$ cat src/rtl/booth_pkg.sv
// Shared types for the Booth multiplier datapath: digit operations
// and the sequencer state encoding.
package booth_pkg;

    typedef enum logic [1:0] {
        BOOTH_ZERO = 2'b00,
        BOOTH_X    = 2'b01,
        BOOTH_2X   = 2'b11,
        BOOTH_RSVD = 2'b10
    } booth_op_t;

    typedef enum logic [1:0] {
        S_IDLE,
        S_BUSY,
        S_DONE
    } seq_state_t;

endpackage

$ cat src/rtl/booth_digit_encoder.sv
// Radix-4 Booth digit recoder: 3-bit multiplier window to
// (operation, negate) pair.
module booth_digit_encoder
    import booth_pkg::*;
(
    input  logic [2:0] window,
    output booth_op_t  op,
    output logic       neg
);

    // 000 and 111 both map to ZERO with neg=0, so no -0 term
    always_comb begin
        op  = BOOTH_ZERO;
        neg = 1'b0;
        unique case (window)
            3'b001, 3'b010: op = BOOTH_X;
            3'b011: op = BOOTH_2X;
            3'b100: begin
                op  = BOOTH_2X;
                neg = 1'b1;
            end
            3'b101, 3'b110: begin
                op  = BOOTH_X;
                neg = 1'b1;
            end
            default: ;
        endcase
    end

endmodule

$ cat src/rtl/booth_radix4_sequencer.sv
// Sequential radix-4 Booth multiplier: one digit per cycle,
// valid/ready on both the operand and product sides.
module booth_radix4_sequencer
    import booth_pkg::*;
#(
    parameter int WIDTH = 32
) (
    input  logic               clk,
    input  logic               rst_n,
    input  logic               in_valid,
    output logic               in_ready,
    input  logic [WIDTH-1:0]   multiplicand,
    input  logic [WIDTH-1:0]   multiplier,
    output logic               out_valid,
    input  logic               out_ready,
    output logic [2*WIDTH-1:0] product,
    output logic               busy
);

    localparam int ITER = WIDTH / 2;
    localparam int CW   = $clog2(ITER);
    localparam int PW   = 2 * WIDTH;

    seq_state_t       state_q, state_d;
    logic [CW-1:0]    count_q, count_d;
    logic [WIDTH-1:0] x_q, x_d;
    logic [WIDTH:0]   y_q, y_d;
    logic [PW-1:0]    acc_q, acc_d;
    logic [PW-1:0]    prod_q, prod_d;

    booth_op_t        op;
    logic             neg;
    logic [WIDTH+1:0] x_ext, pp_mag, pp;
    logic [PW-1:0]    pp_wide;

    // y_q carries the implicit Y[-1]=0 in bit 0; the window slides by 2
    booth_digit_encoder u_enc (
        .window (y_q[2:0]),
        .op     (op),
        .neg    (neg)
    );

    // Two guard bits keep 2X exact, including X = INT_MIN
    always_comb begin
        x_ext = {{2{x_q[WIDTH-1]}}, x_q};
        unique case (op)
            BOOTH_X:  pp_mag = x_ext;
            BOOTH_2X: pp_mag = x_ext << 1;
            default:  pp_mag = '0;
        endcase
        pp      = neg ? -pp_mag : pp_mag;
        pp_wide = {{(PW-WIDTH-2){pp[WIDTH+1]}}, pp}
                  << {count_q, 1'b0};
    end

    always_comb begin
        state_d = state_q;
        count_d = count_q;
        x_d     = x_q;
        y_d     = y_q;
        acc_d   = acc_q;
        prod_d  = prod_q;
        case (state_q)
            S_IDLE: begin
                if (in_valid) begin
                    x_d     = multiplicand;
                    y_d     = {multiplier, 1'b0};
                    acc_d   = '0;
                    count_d = '0;
                    state_d = S_BUSY;
                end
            end
            S_BUSY: begin
                acc_d   = acc_q + pp_wide;
                y_d     = y_q >> 2;
                count_d = count_q + CW'(1);
                if (count_q == CW'(ITER - 1)) begin
                    prod_d  = acc_q + pp_wide;
                    state_d = S_DONE;
                end
            end
            S_DONE: begin
                if (out_ready) state_d = S_IDLE;
            end
            default: state_d = S_IDLE;
        endcase
    end

    always_ff @(posedge clk or negedge rst_n) begin
        if (!rst_n) begin
            state_q <= S_IDLE;
            count_q <= '0;
            x_q     <= '0;
            y_q     <= '0;
            acc_q   <= '0;
            prod_q  <= '0;
        end else begin
            state_q <= state_d;
            count_q <= count_d;
            x_q     <= x_d;
            y_q     <= y_d;
            acc_q   <= acc_d;
            prod_q  <= prod_d;
        end
    end

    assign in_ready  = rst_n && (state_q == S_IDLE);
    assign busy      = (state_q == S_BUSY);
    assign out_valid = (state_q == S_DONE);
    assign product   = prod_q;

endmodule

$ cat config.mk
export PLATFORM = sky130hd
export DESIGN_NAME = booth_radix4_sequencer
export DESIGN_NICKNAME = d
export VERILOG_FILES = /design/src/rtl/booth_pkg.sv /design/src/rtl/booth_digit_encoder.sv /design/src/rtl/booth_radix4_sequencer.sv
export SDC_FILE = /design/constraint.sdc
export NUM_CORES = 1
export LEC_CHECK = 0
export ABC_AREA = 0
export CAP_MARGIN = 30
export CORE_MARGIN = 4
export CORE_UTILIZATION = 26
export CTS_CLUSTER_SIZE = 8
export DETAILED_ROUTE_END_ITERATION = 8
export SYNTH_ARGS = -nofsm -noshare
export SYNTH_HDL_FRONTEND = slang
export SYNTH_HIERARCHICAL = 1
export SYNTH_SLANG_ARGS = --single-unit
export TNS_END_PERCENT = 1
$ cat constraint.sdc
create_clock -name clk -period 6.9 [get_ports clk]
set_input_delay 1.38 -clock clk [delete_from_list [all_inputs] [get_ports clk]]
set_output_delay 1.38 -clock clk [all_outputs]
set_load 0.1 [all_outputs]
==> flow_metrics.tcl <==
set metrics [dict create \
    end_kind "register" \
    required_ns 7.23 \
    hold_viol 0 \
    period_needed_ns 6.53 \
    path_max_fanout 57 \
    wl_met1_um 24100 \
    status "complete, no violations" \
    clk_root_buffer_cell "clkbuf_16" \
    io_buffers 134 \
    wl_per_cell_um 18.9 \
    gp_congestion 0.939 \
    r2r_start "y_q[0]" \
    syn_area_sq_um 15600 \
    hold_class "reg -> reg" \
    hold_start "y_q[8]" \
    worstRegToRegCells 22 \
    clock-sinks 199 \
    critPathBufInv 2 \
    tritoncts "done" \
    nets 2231 \
    grt_overflow 0 \
    crit_chain "nand2b_1 -> o22ai_4 -> buf_12 -> mux2_2 -> nor4_4 -> a31oi_1 -> o21ai_2 -> xor2_2 -> inv_1 -> mux4_2 -> mux2_2 -> o22ai_1 -> ha_1 -> nand4_1 -> or3_1 -> or4_1 -> o22ai_2 -> o211ai_1 -> o221a_2 -> o2111a_1 -> a211oi_2 -> o21ai_0" \
    rr_endpoint "acc_q[57]" \
    synthCells 1980 \
    dp_hpwl_um 41400 \
    synth_top_flop_cell "dfrtp_1" \
    path_clk_slew_ns 0.08 \
    min_path_cells 2 \
    layout_commonest_cell "nand2_1" \
    async_flop_share 1.00 \
    ff2ff_setup_slack_ns 0.37 \
    die_w_um 253 \
    grt_max_degree 99 \
    num_vias 15465 \
    critPathKind "reg -> reg" \
    layout_common_cells "nand2_1 (326), o21ai_0 (205), dfrtp_1 (197)" \
    dieArea_sq_um 64000 \
    wl_met2_um 26000 \
    firstDrtPassIters 5 \
    report.final.slew_viol_count 0 \
    finalSetupTns_ns 0 \
    ctsHtreeMaxLevel 4 \
    drc 0 \
    fmax_mhz 153 \
    drive_gt1_frac 0.109 \
    finalSetupViolations 0 \
    fp.dieH_um 253 \
    start_util 0.263 \
    drtIter0Drc 1317 \
    clk_latency_ns 0.50 \
    synthTopCellsByArea "dfrtp_1 (32%), nand2_1 (7.9%), o21ai_0 (6.6%), ha_1 (5.2%), a21oi_1 (4.1%)" \
    vias_per_cell 5.37 \
    topRoutingLayerUsed "met4" \
    slowest_stage "mux4_2" \
    synth.largest_area_cell "dfrtp_1" \
    crit_path_frequent_cell "mux2_2" \
    n_fill_cell 6299 \
    post-synth-top-area-fraction 0.319 \
    synth-seq-cells 199 \
    ios 135 \
    antenna_found_initial 0 \
    maxSlewHeadroom 0.319 \
    syn-num-nets 2114 \
    gr-usage-all-layers 0.167 \
    yosysSeqAreaShare 0.319 \
    min_to "y_q[8]" \
    worst_slew_pin_slew_ns 1.02 \
    wl_um 54400 \
    avgSynthCellArea_sq_um 7.88 \
    min_period_over_period 0.947 \
    crit_family "compound AO/OA/AOI/OAI gates" \
    ys_warn_count 6 \
    final_antenna_net_count 0 \
    wl_met3_um 2840 \
    core-area_sq_um 59200 \
    postCtsHoldBufs 0 \
    arrival_ns 6.87 \
    num_rows 89 \
    max_stage_delay_ns 0.48 \
    clock_path_buffers 2 \
    maxCapViolations 0 \
    worst_setup_path_start_kind "register" \
    numCtsBuffers 17 \
    diodes 0 \
    grt_pass1_wl_um 85300 \
    rsz0062_at_grt "no" \
    synth_edf_count 0 \
    finClkSkew_ns 0.0251 \
    synthDistinctLibCells 88 \
    first_global_vias 14990 \
    area_delta_synth_final_pct 22.0 \
]
[stage by stage]
step                instance area [sq um]  hold slack (ns)  setup slack (ns)  instances   util
floorplan                           15700            0.446           0.00519       1980      -
global placement                    18200            0.460             0.178       2844  0.307
detailed placement                  18300            0.463             0.157       2847  0.308
CTS                                 18900            0.481             0.130       2878  0.319
global route                        19000            0.500            0.0146       2882  0.321
finish                              19000            0.479             0.368       2882  0.321
[worst max path at each step]
| stage | slack [ns] | cells after the start | start | end |
|---|---|---|---|---|
| 2_1_floorplan | 0.005 | 31 | y_q[0] | product[57] |
| 3_3_place_gp | 0.18 | 22 | y_q[1] | product[57] |
| 3_5_place_dp | 0.16 | 22 | y_q[1] | acc_q[57] |
| 4_1_cts | 0.13 | 22 | y_q[1] | acc_q[57] |
| 5_1_grt | 0.01 | 24 | y_q[0] | acc_q[52] |
| 6_report | 0.37 | 22 | y_q[0] | acc_q[57] |
[sequential cells by signal (all words and copies together) (netlist names)]
register,cells
state_q,2
y_q,33
count_q,4
product,64
x_q,32
acc_q,64
[kinds of logic (layout without fill, tap and decap cells)]
logic type	after synthesis	in the layout	synth area share
mux	83	83	0.0622
buf+inv	172	301	0.0429
flops	199	199	0.319
compound gates	632	632	0.259
simple gates	760	760	0.226
xor+xnor	68	68	0.0382
fa+ha+maj	66	66	0.0534
[worst reg2reg max path, delay by kind of cell (launching register included)]
family	cells	cell delay (ns)
AOI/OAI and AO/OA	10	2.26
and+or+nand+nor	5	1.55
muxes	3	1.20
DFF	1	0.42
buffers and inverters	2	0.34
xor gates and xnor gates	1	0.30
adders and majority gates	1	0.30
[final cells by class]
cell class | instances | area (sq um) | area share
clock buffers | 17 | 425 | 0.0223
clock inverters | 14 | 213 | 0.0112
inverters | 35 | 131 | 0.00690
multi-input cells | 1609 | 10100 | 0.531
flip-flops and latches | 199 | 4980 | 0.262
well taps | 773 | 967 | 0.0508
repair buffers | 235 | 2210 | 0.116
[routing by layer]
layer	vias to the layer above	GRT usage
met2	434	0.279
met1	7467	0.219
met4	0	0.0591
met5	-	0
met3	77	0.0296
li1	7487	-
[cell usage after synthesis (all sizes together) (7+ instances only)]
library cell,n
a2111oi,9
a211o,7
a211oi,25
a21o,29
a21oi,129
a221oi,8
a22o,10
a22oi,23
a311oi,7
a31oi,26
and2,26
and3,20
buf,11
clkbuf,126
dfrtp,199
ha,65
inv,34
mux2,32
mux2i,43
mux4,8
nand2,327
nand2b,15
nand3,79
nand4,35
nor2,143
nor2b,21
nor3,37
nor4,13
o211ai,16
o21a,16
o21ai,208
o21bai,12
o22ai,25
o31ai,15
or2,7
or3,11
xnor2,37
xor2,31
[repair_timing]
| action | 4_1_cts | 5_1_grt |
|---|---|---|
| endpoints found under the setup margin | 0 | 50 |
| resized for setup | 0 | 18 |
| setup buffers | 0 | 2 |
| hold endpoints to repair | 0 | 0 |
Power is left out: the tool's default activity adds up to more than one toggle a clock period on the data nets, which glitch-free logic cannot reach.
==> RTL change 1: new RTL, config.mk and constraints unchanged <==
Take the reset off `y_q` and load it in a clocked block of its own.
--- a/src/rtl/booth_radix4_sequencer.sv
+++ b/src/rtl/booth_radix4_sequencer.sv
@@ -91,17 +91,19 @@
             state_q <= S_IDLE;
             count_q <= '0;
             x_q     <= '0;
-            y_q     <= '0;
             acc_q   <= '0;
             prod_q  <= '0;
         end else begin
             state_q <= state_d;
             count_q <= count_d;
             x_q     <= x_d;
-            y_q     <= y_d;
             acc_q   <= acc_d;
             prod_q  <= prod_d;
         end
+    end
+
+    always_ff @(posedge clk) begin
+        y_q <= y_d;
     end
 
     assign in_ready  = rst_n && (state_q == S_IDLE);
Check against the original RTL: same outputs for any inputs over 10 cycles, from zero or initial values and one cycle with rst_n low; that may be too few to reach the edited logic, so the function may still have changed.
==> RTL change 1 against the original RTL <==
- clock skew increased by 1.3 ps
- sequential cell count did not move
- via count shrank 8.5%
- largest cell class unchanged
- wire length down 5.1%
- cell count is 6.4% lower
- cell area down 4.4%
- area after synthesis decreased by 3.1%
- setup slack lost 22 ps
Power is left out: the tool's default activity adds up to more than one toggle a clock period on the data nets, which glitch-free logic cannot reach.
==> RTL change 1: results (changes against the original RTL) <==
[placed_design]
place_congestion=0.9474  ; +0.92%
portBuffers=134  ; unchanged
dp_hpwl_mm=39.25  ; -5.2%

[synth]
yosys_warnings=6  ; unchanged
async_reset_ff_share_pct=83.42  ; -17 points
seq_area_frac_synth_pct=34.01  ; +2.1 points
yosys-top-cells-count=nand2_1, o21ai_0, dfrtp_1, a21oi_1, clkbuf_1
synth_edf_count=33  ; +33
syn_nets=1968  ; -6.9%
yosysTopAreaCellShare_pct=27.46  ; -4.4 points
synth_cell_type_count=84  ; -4.5%
synth.area.top_cells=dfrtp_1, nand2_1, edfxtp_1

[routing]
drt-initial-drc-count=1134  ; -14%
wl_per_cell_um=19.12  ; +1.4%
vias=14151  ; -8.5%

[finish]
fin_nets=2053  ; -8.0%
drive_above_1_share_pct=10.04  ; -0.82 points
fill_cells=6156  ; -2.3%

[cts]
numCtsBuffers=17  ; unchanged
insertion_delay_ps=510
clockBufferDepth=2  ; unchanged
ctsResizeCount=0  ; unchanged
postCtsSetupBuffers=0  ; unchanged
clk_pin_slew_ps=70
cts_htree_levels=4  ; unchanged

[hold_path]
min_path_type=register to register

[timing]
worst_slew_pin_slew_ps=1014  ; -4.244 ps
skew_ps=26.38  ; +1.312 ps

[setup_path]
cp_max_fo=65  ; +14%
critPathArrivalTime_ps=6930  ; +60 ps

[global_route]
grt_pass1_wl_mm=81.07  ; -5.0%
grt_max_degree=140  ; +41%
track_usage_pct=16.36  ; -0.36 points

[run_status]
outcome=completed

## RTL change 1: per-stage QoR
| stage | setup WS (ps) | cells | area, µm² | util (%) |
|---|---|---|---|---|
| floorplan | 622.7 | 1834 | 15130 | - |
| global placement | 247.6 | 2658 | 17420 | 30.20 |
| detailed placement | 128.1 | 2664 | 17590 | 30.48 |
| CTS | 124.1 | 2696 | 18150 | 31.46 |
| global route | 0.02220 | 2697 | 18210 | 31.56 |
| finish | 345.7 | 2697 | 18210 | 31.56 |
## RTL change 1: cell families (layout without fill, tap and decap cells)
kind of cell	after synthesis	after routing	share of synthesized area, %
simple gates	637	637	19.31
xor+xnor	72	72	4.168
fa+ha+maj	66	66	5.508
buf+inv	174	272	4.433
compound gates	570	570	23.95
flops	199	199	34.01
mux	116	116	8.626
## RTL change 1: critical path, cell delays in order, from the launching register on
cell      delay, ps
edfxtp_1        490
nand2b_1        180
o22ai_4         150
buf_12          230
and2_1          210
or3_1           370
or4_4           600
a211oi_4        370
nand2_1         120
a32oi_1         280
mux2i_1         130
mux2i_2         280
o21ai_1         160
a21oi_2         250
ha_1            340
a21o_1          220
a21o_1          170
a21oi_1         220
o21ai_0         180
a221oi_1        410
o21ai_0         180
or3_1           350
o221a_2         260
a31oi_1         180
mux2i_1          90
## RTL change 1: worst paths after layout
check | from | to | slack (ps) | depth (start not counted)
min | product[15]$_DFFE_PN0P_ | product[15]$_DFFE_PN0P_ | 480 | 2
max | y_q[2]$_DFFE_PP_ | acc_q[63]$_DFFE_PN0P_ | 350 | 24
max reg2reg | y_q[2]$_DFFE_PP_ | acc_q[63]$_DFFE_PN0P_ | 350 | 24
max in group asynchronous | rst_n | acc_q[57]$_DFFE_PN0P_ | 4880 | 2
min in group asynchronous | rst_n | acc_q[7]$_DFFE_PN0P_ | 750 | 1
min reg2reg | product[15]$_DFFE_PN0P_ | product[15]$_DFFE_PN0P_ | 480 | 2
## RTL change 1: area by class of cell
| type | count | area share [%] |
|---|---|---|
| multi-input combinational | 1461 | 51.64 |
| sequential | 199 | 28.25 |
| timing repair buffer | 202 | 10.97 |
| tap | 765 | 5.256 |
| clock buffer | 19 | 2.432 |
| inverter | 38 | 0.7833 |
| clock inverter | 13 | 0.6665 |
## RTL change 1: routing by layer
metal  vias to the layer above  GRT usage (%)  wire [µm]  part of all wire (%)
met3                        55          2.840       2501                   4.8
met1                      6850          22.23      23900                    46
li1                       6826              -          -                     -
met4                         0          4.814       1027                   2.0
met5                         -              0          0                     0
met2                       420          26.76      24140                    47
==> RTL change 2: new RTL, config.mk and constraints unchanged <==
Made on the original files. Change the parameter `WIDTH` from 32 to 64.
--- a/src/rtl/booth_radix4_sequencer.sv
+++ b/src/rtl/booth_radix4_sequencer.sv
@@ -3,7 +3,7 @@
 module booth_radix4_sequencer
     import booth_pkg::*;
 #(
-    parameter int WIDTH = 32
+    parameter int WIDTH = 64
 ) (
     input  logic               clk,
     input  logic               rst_n,
Ports: changed (resized multiplicand, multiplier and product); port bits go from 135 to 263. No check against the original RTL was run, so the function may have changed too.
==> RTL change 2 against the original RTL <==
- the run now ends with setup timing left
- count of clock-buffer cells in the layout is 55 higher
- sequential cell count is 193 higher
- cell area grew to 2.5 times the old value
- sequential share of layout area is 5.7 points lower
- area after synthesis is 100% higher
- wire length grew to 2.5 times the old value
- setup slack worse by 860 ps
- cell count is 130% higher
- worst hold slack worse by 10 ps
- highest routed layer is now met5
Power is left out: the tool's default activity adds up to more than one toggle a clock period on the data nets, which glitch-free logic cannot reach.
==> RTL change 2: results (changes against the original RTL) <==
[synth]
synth_cell_type_count=95  ; +8.0%
syn_nets=4145  ; +96%
async_reset_ff_share_pct=100.0  ; unchanged
synth_compound_area_share_pct=24.90  ; -0.98 points
synthAdderAreaFrac_pct=5.194  ; -0.14 points
synth_flop_cell=dfrtp_1
muxShareOfSynthArea_pct=11.73  ; +5.5 points
seq_area_frac_synth_pct=30.95  ; -0.96 points
synth_xor_area_share_pct=4.669  ; +0.85 points
syn_inst=3882  ; +96%
synth.area.top_cells=dfrtp_1, nand2_1, o21ai_0
yosys_warnings=6  ; unchanged
yosys-top-cells-count=nand2_1, dfrtp_1, o21ai_0, a21oi_1, nor2_1

[timing]
setup_viol=97  ; +97
worst_slew_pin_slew_ps=1063  ; +45.25 ps
setup_slack_ps=-488.8  ; -856.7 ps
skew_ps=26.29  ; +1.221 ps
hold_slack_ps=468.6  ; -10.24 ps

[cts]
numCtsBuffers=58  ; +41
root_buffer=clkbuf_16
clockBufferDepth=3  ; +1
insertion_delay_ps=660  ; +160 ps
clk_pin_slew_ps=50  ; -30 ps
cts_htree_levels=2  ; -2

[placed_design]
dp_hpwl_mm=108.1  ; +160%
place_congestion=0.9745  ; +3.8%
place_inst=6586  ; +130%
portBuffers=262  ; +96%

[routing]
wl_met1_mm=59.74  ; +150%
vias_per_cell=5.123  ; -4.5%
first_pass_iters=7  ; +2
routed_wl_mm=138.1  ; +150%
routed.top_layer=met5
dr_wl_met2_mm=66.67  ; +160%
route.met3.wl_mm=7.087  ; +150%
drt-initial-drc-count=2826  ; +110%

[setup_path]
critPathArrivalTime_ps=7930  ; +1060 ps
endpoint=product[127]$_DFFE_PN0P_
critical-path-slowest-cell=or3b_2
r2r_slack_ps=-490  ; -860 ps
cp-startpoint=y_q[0]$_DFFE_PN0P_
cp_max_fo=6  ; -89%
cpLargestDelayFamily=compound AO/OA/AOI/OAI gates
reg2regPathDepth=33  ; +50%

[global_route]
grt_max_degree=146  ; +47%
grt_pass1_wl_mm=208.3  ; +140%
grt_pass1_vias=34060  ; +130%
antenna_found_initial=5  ; +5
track_usage_pct=20.97  ; +4.2 points

[hold_path]
min_path_type=register to register
holdPathEnd=product[16]$_DFFE_PN0P_
whs_path_depth=2  ; unchanged
min_from=product[16]$_DFFE_PN0P_

[finish]
fin_nets=5349  ; +140%
final_cells=6720  ; +130%
drive_above_1_share_pct=33.61  ; +23 points

[run_status]
outcome=finished with violations
violations=setup timing

[RTL change 2: layout make-up]
class / count / area, µm²
sequential: 392 / 9818
tap: 1612 / 2017
clock buffer: 72 / 1554
multi-input combinational: 3153 / 22340
timing repair buffer: 1413 / 11860
inverter: 68 / 260.3
clock inverter: 7 / 131.4
antenna: 3 / 7.507
fill: 12329 / 72460
[RTL change 2: per-layer routing]
metal,GRT usage (%),up-vias
met2,36.10,1001
met3,2.315,210
li1,-,16510
met5,0,-
met1,27.56,16701
met4,6.486,2
[RTL change 2: through the flow]
step	setup TNS [ps]	area [µm²]	util (%)	setup WS (ps)
global placement	-77230	43590	36.19	-1078
CTS	-18020	47240	39.22	-284.3
detailed placement	-89420	44160	36.66	-1106
floorplan	-33.27	31850	-	-19.63
global route	-57870	47980	39.84	-723.7
finish	-25030	47980	39.84	-488.8
[RTL change 2: what timing repair did]
action                     CTS  global route
cloned                       3             0
setup buffers               43             5
resized for setup          212           169
setup endpoints to repair  150           174
pin swaps                   62            39
